--- src/rtl/corr_accum.sv ---
// Integrate-and-dump correlator: wipes 1-bit IF samples with LO and C/A code,
// accumulates saturating signed I/Q sums and presents each dump on valid/ready.
module corr_accum #(
    parameter int unsigned ACC_W    = 16,
    parameter int unsigned DUMP_LEN = 4000,
    parameter int unsigned CNT_W    = 16
) (
    input  logic             clk,
    input  logic             rst_n,
    input  logic             enable,
    input  logic             sample_en,
    input  logic             if_sign,
    input  logic             lo_sin,
    input  logic             lo_cos,
    input  logic             code,
    input  logic             epoch,
    output logic [ACC_W-1:0] i_dump,
    output logic [ACC_W-1:0] q_dump,
    output logic             dump_valid,
    input  logic             dump_ready,
    output logic             overrun,
    output logic             running
);

    localparam int unsigned STEP_W = ACC_W + 1;
    localparam logic [ACC_W-1:0] ACC_MAX = {1'b0, {(ACC_W-1){1'b1}}};
    localparam logic [ACC_W-1:0] ACC_MIN = {1'b1, {(ACC_W-1){1'b0}}};
    localparam logic [CNT_W-1:0] CNT_LAST = CNT_W'(DUMP_LEN - 1);

    typedef enum logic {IDLE, RUN} state_t;

    state_t           state;
    logic [CNT_W-1:0] cnt;
    logic [ACC_W-1:0] i_acc, q_acc;
    logic             i_sat, q_sat;

    logic             pi, pq;
    logic             accept, dump_evt;
    logic [CNT_W-1:0] base_cnt;
    logic [ACC_W-1:0] base_i, base_q;
    logic             base_i_sat, base_q_sat;
    logic [ACC_W:0]   i_next, q_next;

    // One +/-1 accumulation step; MSB of the result is the sticky clamp flag.
    function automatic logic [ACC_W:0] acc_step(input logic [ACC_W-1:0] base,
                                                input logic sat, input logic p);
        logic [STEP_W-1:0] sum;
        if (sat) begin
            return {1'b1, base};
        end
        sum = {base[ACC_W-1], base} + (p ? STEP_W'(1) : {STEP_W{1'b1}});
        if (sum[ACC_W] != sum[ACC_W-1]) begin
            return {1'b1, (sum[ACC_W] ? ACC_MIN : ACC_MAX)};
        end
        return {1'b0, sum[ACC_W-1:0]};
    endfunction

    // The epoch sample starting a run is accumulated from a zero base.
    always_comb begin
        pi         = if_sign ~^ lo_cos ~^ code;
        pq         = if_sign ~^ lo_sin ~^ code;
        accept     = enable & sample_en & ((state == RUN) | epoch);
        base_cnt   = (state == RUN) ? cnt   : '0;
        base_i     = (state == RUN) ? i_acc : '0;
        base_q     = (state == RUN) ? q_acc : '0;
        base_i_sat = (state == RUN) & i_sat;
        base_q_sat = (state == RUN) & q_sat;
        dump_evt   = accept & (base_cnt == CNT_LAST);
        i_next     = acc_step(base_i, base_i_sat, pi);
        q_next     = acc_step(base_q, base_q_sat, pq);
    end

    always_ff @(posedge clk or negedge rst_n) begin
        if (!rst_n) begin
            state      <= IDLE;
            cnt        <= '0;
            i_acc      <= '0;
            q_acc      <= '0;
            i_sat      <= 1'b0;
            q_sat      <= 1'b0;
            i_dump     <= '0;
            q_dump     <= '0;
            dump_valid <= 1'b0;
            overrun    <= 1'b0;
            running    <= 1'b0;
        end else begin
            if (dump_valid && dump_ready) begin
                dump_valid <= 1'b0;
            end
            if (!enable) begin
                state   <= IDLE;
                running <= 1'b0;
                cnt     <= '0;
                i_acc   <= '0;
                q_acc   <= '0;
                i_sat   <= 1'b0;
                q_sat   <= 1'b0;
            end else if (accept) begin
                state   <= RUN;
                running <= 1'b1;
                if (dump_evt) begin
                    i_dump     <= i_next[ACC_W-1:0];
                    q_dump     <= q_next[ACC_W-1:0];
                    dump_valid <= 1'b1;
                    if (dump_valid && !dump_ready) begin
                        overrun <= 1'b1;
                    end
                    cnt   <= '0;
                    i_acc <= '0;
                    q_acc <= '0;
                    i_sat <= 1'b0;
                    q_sat <= 1'b0;
                end else begin
                    cnt   <= base_cnt + CNT_W'(1);
                    i_acc <= i_next[ACC_W-1:0];
                    q_acc <= q_next[ACC_W-1:0];
                    i_sat <= i_next[ACC_W];
                    q_sat <= q_next[ACC_W];
                end
            end
        end
    end

endmodule

--- config.mk ---
export PLATFORM = sky130hd
export DESIGN_NAME = corr_accum
export DESIGN_NICKNAME = d
export VERILOG_FILES = /design/src/rtl/corr_accum.sv
export SDC_FILE = /design/constraint.sdc
export NUM_CORES = 1
export LEC_CHECK = 0
export ABC_AREA = 0
export CAP_MARGIN = 10
export CORE_ASPECT_RATIO = 0.8
export CORE_MARGIN = 2
export CORE_UTILIZATION = 40
export DETAILED_ROUTE_END_ITERATION = 10
export PLACE_DENSITY = 0.58
export SLEW_MARGIN = 0
export SYNTH_ARGS = -nofsm -noshare
export SYNTH_HDL_FRONTEND = slang
export SYNTH_SLANG_ARGS = --single-unit
--- constraint.sdc ---
create_clock -name clk -period 6.2 [get_ports clk]
set_input_delay 1.86 -clock clk [delete_from_list [all_inputs] [get_ports clk]]
set_output_delay 1.86 -clock clk [all_outputs]
set_load 0.01 [all_outputs]
# Word-level counts from Yosys, hierarchy flattened
# Cells that the tools add are included.
dict set report totals {
  wordCells 74
  in_bits 10
  output_inout_bits 35
  reg_bits 85
}
dict set report classes {
  n_reduce_logical 5
  addsub 3
  muxes 42
  bitwise 10
  n_eq_ne 4
}
# operator n
set ops {}
lappend ops {{$mux W16} 14}
lappend ops {{$mux W17} 10}
lappend ops {{$add A17 B17 Y17} 2}
lappend ops {{$mux W1} 18}
lappend ops {{$add A16 B1 Y16 const B} 1}
lappend ops {{$eq A16 B12 Y1 const B} 1}
lappend ops {{$and A1 B1 Y1} 5}
lappend ops {{$reduce_and A4 Y1} 1}
lappend ops {{$xnor A1 B1 Y1} 4}
lappend ops {{$reduce_and A3 Y1} 1}
lappend ops {{$logic_and A1 B1 Y1} 2}
lappend ops {{$ne A1 B1 Y1} 2}
lappend ops {{$ne A2 B1 Y1 const B} 1}
lappend ops {{$logic_not A1 Y1} 1}
lappend ops {{$or A1 B1 Y1} 1}

# Logic depth before layout (Yosys ltp)
dict set report depth {
  word_depth 12
  ltp_mapped 26
  depth_no_buf 17
}

# Worst setup path after synthesis
# OpenSTA, ideal clock, no wires.
dict set report synth_path {
  path_type {input to register}
  from {input port code}
  to {register q_dump[14]}
  t_required_ns 6.075
  setup_time_ns 0.125
  path_stages 17
  path_slack_ns 0.016
  arrival_ns 6.059
  path_buffers 4
  path_cell_list {xor3_1 clkbuf_1 clkbuf_1 buf_1 fa_1 nor2b_1 o2111ai_1 a221oi_1 a211oi_1 o21ai_0 nand2_1 ha_1 clkbuf_1 or2_2 o32a_1 o21a_1 mux2_2}
}
dict set report synth_between {
  elab_chain_cells 8
  elab_cells_between_ends 10
  classes_between {1 x add/sub; 1 x eq/ne; 7 x mux; 1 x bitwise}
}
# item line
set synth_rtl {}
lappend synth_rtl {{start, declared} 15} ;# input logic code,
lappend synth_rtl {{$xnor A1 B1 Y1 (*)} 61} ;# pq = if_sign ~^ lo_sin ~^ code;
lappend synth_rtl {{$mux W17 (*)} 51} ;# sum = {base[ACC_W-1], base} + (p ? STEP_W'(1) : {STEP_W{1'b1}});
lappend synth_rtl {{$add A17 B17 Y17 (*)} 51}
lappend synth_rtl {{$ne A1 B1 Y1} 52} ;# if (sum[ACC_W] != sum[ACC_W-1]) begin
lappend synth_rtl {{$mux W1} 52}
lappend synth_rtl {{$mux W1} 51}
lappend synth_rtl {{$mux W17 (*)} 55} ;# return {1'b0, sum[ACC_W-1:0]};
lappend synth_rtl {{$mux W17 (*)} 51}
lappend synth_rtl {{end signal, assigned} 103} ;# q_dump <= q_next[ACC_W-1:0];
lappend synth_rtl {{end, declared} 18} ;# output logic [ACC_W-1:0] q_dump,
# Every way passes the cells marked *; elsewhere a longest branch is shown, timed or not. The select of a mux whose other input is x is not followed.
# A chain may end at the register's enable or synchronous reset.

# Worst setup path in the final report
dict set report layout_path {
  from {input port code}
  to {register q_acc[2]}
}
dict set report layout_between {
  elab_chain_cells 11
  elab_cells_between_ends 13
  classes_between {1 x add/sub; 1 x eq/ne; 10 x mux; 1 x bitwise}
}
# item line
set layout_rtl {}
lappend layout_rtl {{$xnor A1 B1 Y1 (*)} 61}
lappend layout_rtl {{$mux W17 (*)} 51}
lappend layout_rtl {{$add A17 B17 Y17 (*)} 51}
lappend layout_rtl {{$ne A1 B1 Y1} 52}
lappend layout_rtl {{$mux W1} 52}
lappend layout_rtl {{$mux W1} 51}
lappend layout_rtl {{$mux W17 (*)} 55}
lappend layout_rtl {{$mux W17 (*)} 51}
lappend layout_rtl {{$mux W16 (*)} 101} ;# if (dump_evt) begin
lappend layout_rtl {{$mux W16 (*)} 98} ;# end else if (accept) begin
lappend layout_rtl {{$mux W16 (*)} 90} ;# if (!enable) begin
lappend layout_rtl {{end signal, assigned} 116} ;# q_acc <= q_next[ACC_W-1:0];
lappend layout_rtl {{end, declared} 34} ;# logic [ACC_W-1:0] i_acc, q_acc;
# Marked as above.

==> results.md <==
* Area leader, netlist: dfrtp_1
* Setup TNS at 0 ps
* Placed cells at 1005
* Core Region at between 15000 and 20000 um2
* Final Cycle Share at 92.6%
* Global routing usage on met2 at 34.8%
* Worst-Margin Slew at around 1200 ps
* Detailed Routing Iterations Pass 1 at 5
* Antenna violations before repair at 0
* Die area at approximately 17000 um2
* CP arrival at roughly 6000 ps
* Met3 Usage GRT at 4.43%
* Area share of the largest cell type after synthesis at between 30% and 40%
* Crit path time final at 5740 ps
* Gpl congestion at roughly 0.94
* Slew Viols, Final at 0
* R2r setup slk at slightly below 2000 ps
* DR DRC count at 0
* Via count at around 6300
* Total wire length at between 15000 and 20000 um
* Die H at approximately 120 um
* RSZ-0062 raised after global routing: false
* Worst slew margin at between 15 and 20%
* Worst slack, placed at roughly 130 ps
* WS Path Type: primary input to flip-flop
* I/O Pins at 45
* Synth Cell Area at between 6000 and 7000 um2
* Hold crit path type: flip-flop to flip-flop
* P per Cell Area at 251 nW/um2
* Hold depth at 1
* Origin of the critical flop-to-flop path: state
* H-tree levels at 3
* Unique masters post-synth at 78
* Seq cells post-synth at 85
* Worst VDD drop at 0.151 mV
* CP endpoint kind: flip-flop
* Die X at between 100 and 150 um
* P&R area growth vs syn at 16.0%
* CTS tree: built
* Avg Cell Area, Syn at around 8 um2
* Root buffer cell: clkbuf_16
* CP Cell Sequence: clkdlybuf4s50_1 > xor3_1 > inv_1 > ha_1 > a21oi_1 > a22oi_1 > o211ai_1 > a21oi_1 > a21oi_1 > a21oi_1 > nor2_1 > xnor2_1 > ha_1 > nand2_1 > a211o_1 > o311ai_0 > o21ai_0 > o21ai_0
* Routed Antenna Nets at 0
* Final Hold Slack at 477 ps
* Fmax at between 150 and 200 MHz
* Post-CTS Hold Fix Bufs at 0
* Final HPWL from detailed placement at 13300 um
* Synth warn at 0
* Clk_lat worst skew at 360 ps
* Global-route wire length before repair at between 30000 and 40000 um
* Mapped Cells at between 700 and 800
* Initial Util at between 40% and 50%
* Vias in the first global route at 5734
* Pint at about 1.2 mW
* Final setup violation count at 0
* Final Hold Viols at 0
* Largest net degree at the start of global routing at between 50 and 60
* Worst stage delay on the critical path at just under 500 ps
* Synth Net Count at slightly above 800
* Max clock buf depth at 2
* Post-synth ARST share at 100%
* Crit path required time at approximately 6500 ps
* Clock share of power at 31.8%
* N_diodes at 0
* Combinational Power Share at 32.6%
* Critical-path top delay cell: clkdlybuf4s50_1
* Part of the power in registers at a little over a third
* Crit path max fanout at 9
* Switching Fraction at 36.0%
* Post-DR wirelength/cell at 19.5 um
* Post-synth EDFFs at 0
* Most used cell, CP: a21oi_1
* Vias per cell at approximately 6.1
* Reg-to-reg endpoint: q_acc[2]
* Grt ovf at 0
* First DRT Iteration DRCs at between 700 and 800
* Hold path start: i_dump[13]
* Max-Cap Viols at 0
* Reg2Reg Depth at 14
* Sequential fraction of the synthesis area at between 30% and 40%
* Post-CTS setup buffer count at 0
* # resized after CTS at 0
* GRT busiest layer: met1
* Fraction of layout cells with a size suffix above 1 at between 9 and 10%
* Overall Power at about 1.8 mW
* All-Layer GR Usage at ~24%
* M1 GR Usage at 36.8%
* Rows at 41
* Cells taking the most area after synthesis: dfrtp_1 (34%), nand2_1 (6.0%), o21ai_0 (5.7%)
* Non-filler instance count after layout at a little over 1000
* Top_reg_cell synth: dfrtp_1
* Worst Slack Setup Final at ~460 ps
* Final setup skew at ~8.8 ps
* Worst setup SP type: primary input
* Status: completed
* Worst-path clk slew at approximately 60 ps
* Min-Delay Endpoint: i_dump[13]
* Sink Count at 85
* Leak at ~3.1 nW
* Cts bufs inserted at 9
* Final Net Count at roughly 830
* Port Buffers at 44
* Psw at about 0.66 mW
[state kept, by name, indices dropped and copies added, names as in the netlist]
name / flops
i_dump: 16
overrun: 1
dump_valid: 1
q_acc: 16
q_dump: 16
state: 1
cnt: 16
i_sat: 1
i_acc: 16
q_sat: 1
[cells in the final DEF, fill, tap and decap left out, drive strengths merged, types with 4 or more instances in the layout]
master / n
nand2: 101
dfrtp: 85
o21ai: 74
a21oi: 54
nor2: 53
nand3: 44
clkdlybuf4s50: 43
buf: 32
inv: 22
a22o: 21
and2: 21
o31ai: 15
ha: 14
clkbuf: 14
a31oi: 12
and3: 12
nand4: 11
nor4: 11
a21o: 10
mux2: 10
a32o: 9
o211ai: 9
xnor2: 8
nor3: 8
a211oi: 8
nand2b: 7
a22oi: 5
xor2: 5
or3: 5
a221o: 5
nor2b: 5
a311oi: 5
o21a: 5
o31a: 4
mux2i: 4
or2: 4
o221ai: 4
[critical path, delay by kind of cell]
kind,cells,cell delay (ps)
buffers and inverters,2,700
AND/OR/NAND/NOR,2,260
adder cells (fa/ha/maj),2,660
AO/OA/AOI/OAI,10,1940
XOR/XNOR,2,590
[power groups by stage]
stage / Combinational (mW) / Clock [mW] / Sequential (mW)
2_1_floorplan: 0.448 / 0 / 0.620
3_3_place_gp: 0.577 / 0 / 0.662
3_5_place_dp: 0.587 / 0 / 0.662
4_1_cts: 0.589 / 0.594 / 0.653
5_1_grt: 0.657 / 0.618 / 0.661
6_report: 0.599 / 0.584 / 0.655
[cells in the mapped netlist, types with 7 or more instances]
cell	number
a21o_1	10
a21oi_1	48
a22o_1	21
a31oi_1	12
a32o_1	9
and2_1	19
and3_1	12
buf_1	7
buf_2	8
clkbuf_1	49
dfrtp_1	85
ha_1	14
inv_1	20
nand2_1	101
nand2b_1	7
nand3_1	44
nand4_1	11
nor2_1	53
nor3_1	8
nor4_1	11
o211ai_1	8
o21ai_0	72
o31ai_1	15
xnor2_1	8
[layer usage]
metal  routed length (um)  vias up  part of all wire (%)
li1                     -     2949                     -
met1                 9750     3027                    49
met2                 8210      270                    41
met3                 1550       31                   7.8
met4                  361        0                   1.8
met5                    0        -                     0
[final cells by class]
type / count / area (um2)
clock buffers: 14 / 274
clock inverters: 2 / 38.8
fillers: 1561 / 8280
inverters: 21 / 78.8
multi-input cells: 609 / 3840
flip-flops and latches: 85 / 2130
well taps: 215 / 269
repair buffers: 75 / 683
[how the worst max path moves through the flow]
stage               start    endpoint  slack (ps)
floorplan            code  q_dump[14]          20
global placement     code  q_dump[14]         240
detailed placement   code    q_acc[2]         130
CTS                  code   q_dump[2]         510
global route         code   q_dump[6]          80
finish               code    q_acc[2]         460
[through the flow]
step                util, %  instance area [um2]
detailed placement     44.9                 7000
global route           46.9                 7320
CTS                    46.9                 7320
floorplan                 -                 6310
finish                 46.9                 7320
global placement       44.9                 7000
[cells by family after synthesis]
kind of cell,share of synthesized area [%]
mux,2.66
xor+xnor,2.58
compound gates,30.5
fa+ha+maj,3.09
simple gates,21.9
flops,33.7
buf+inv,5.57
Note: power is estimated with default switching activity, not from simulation.
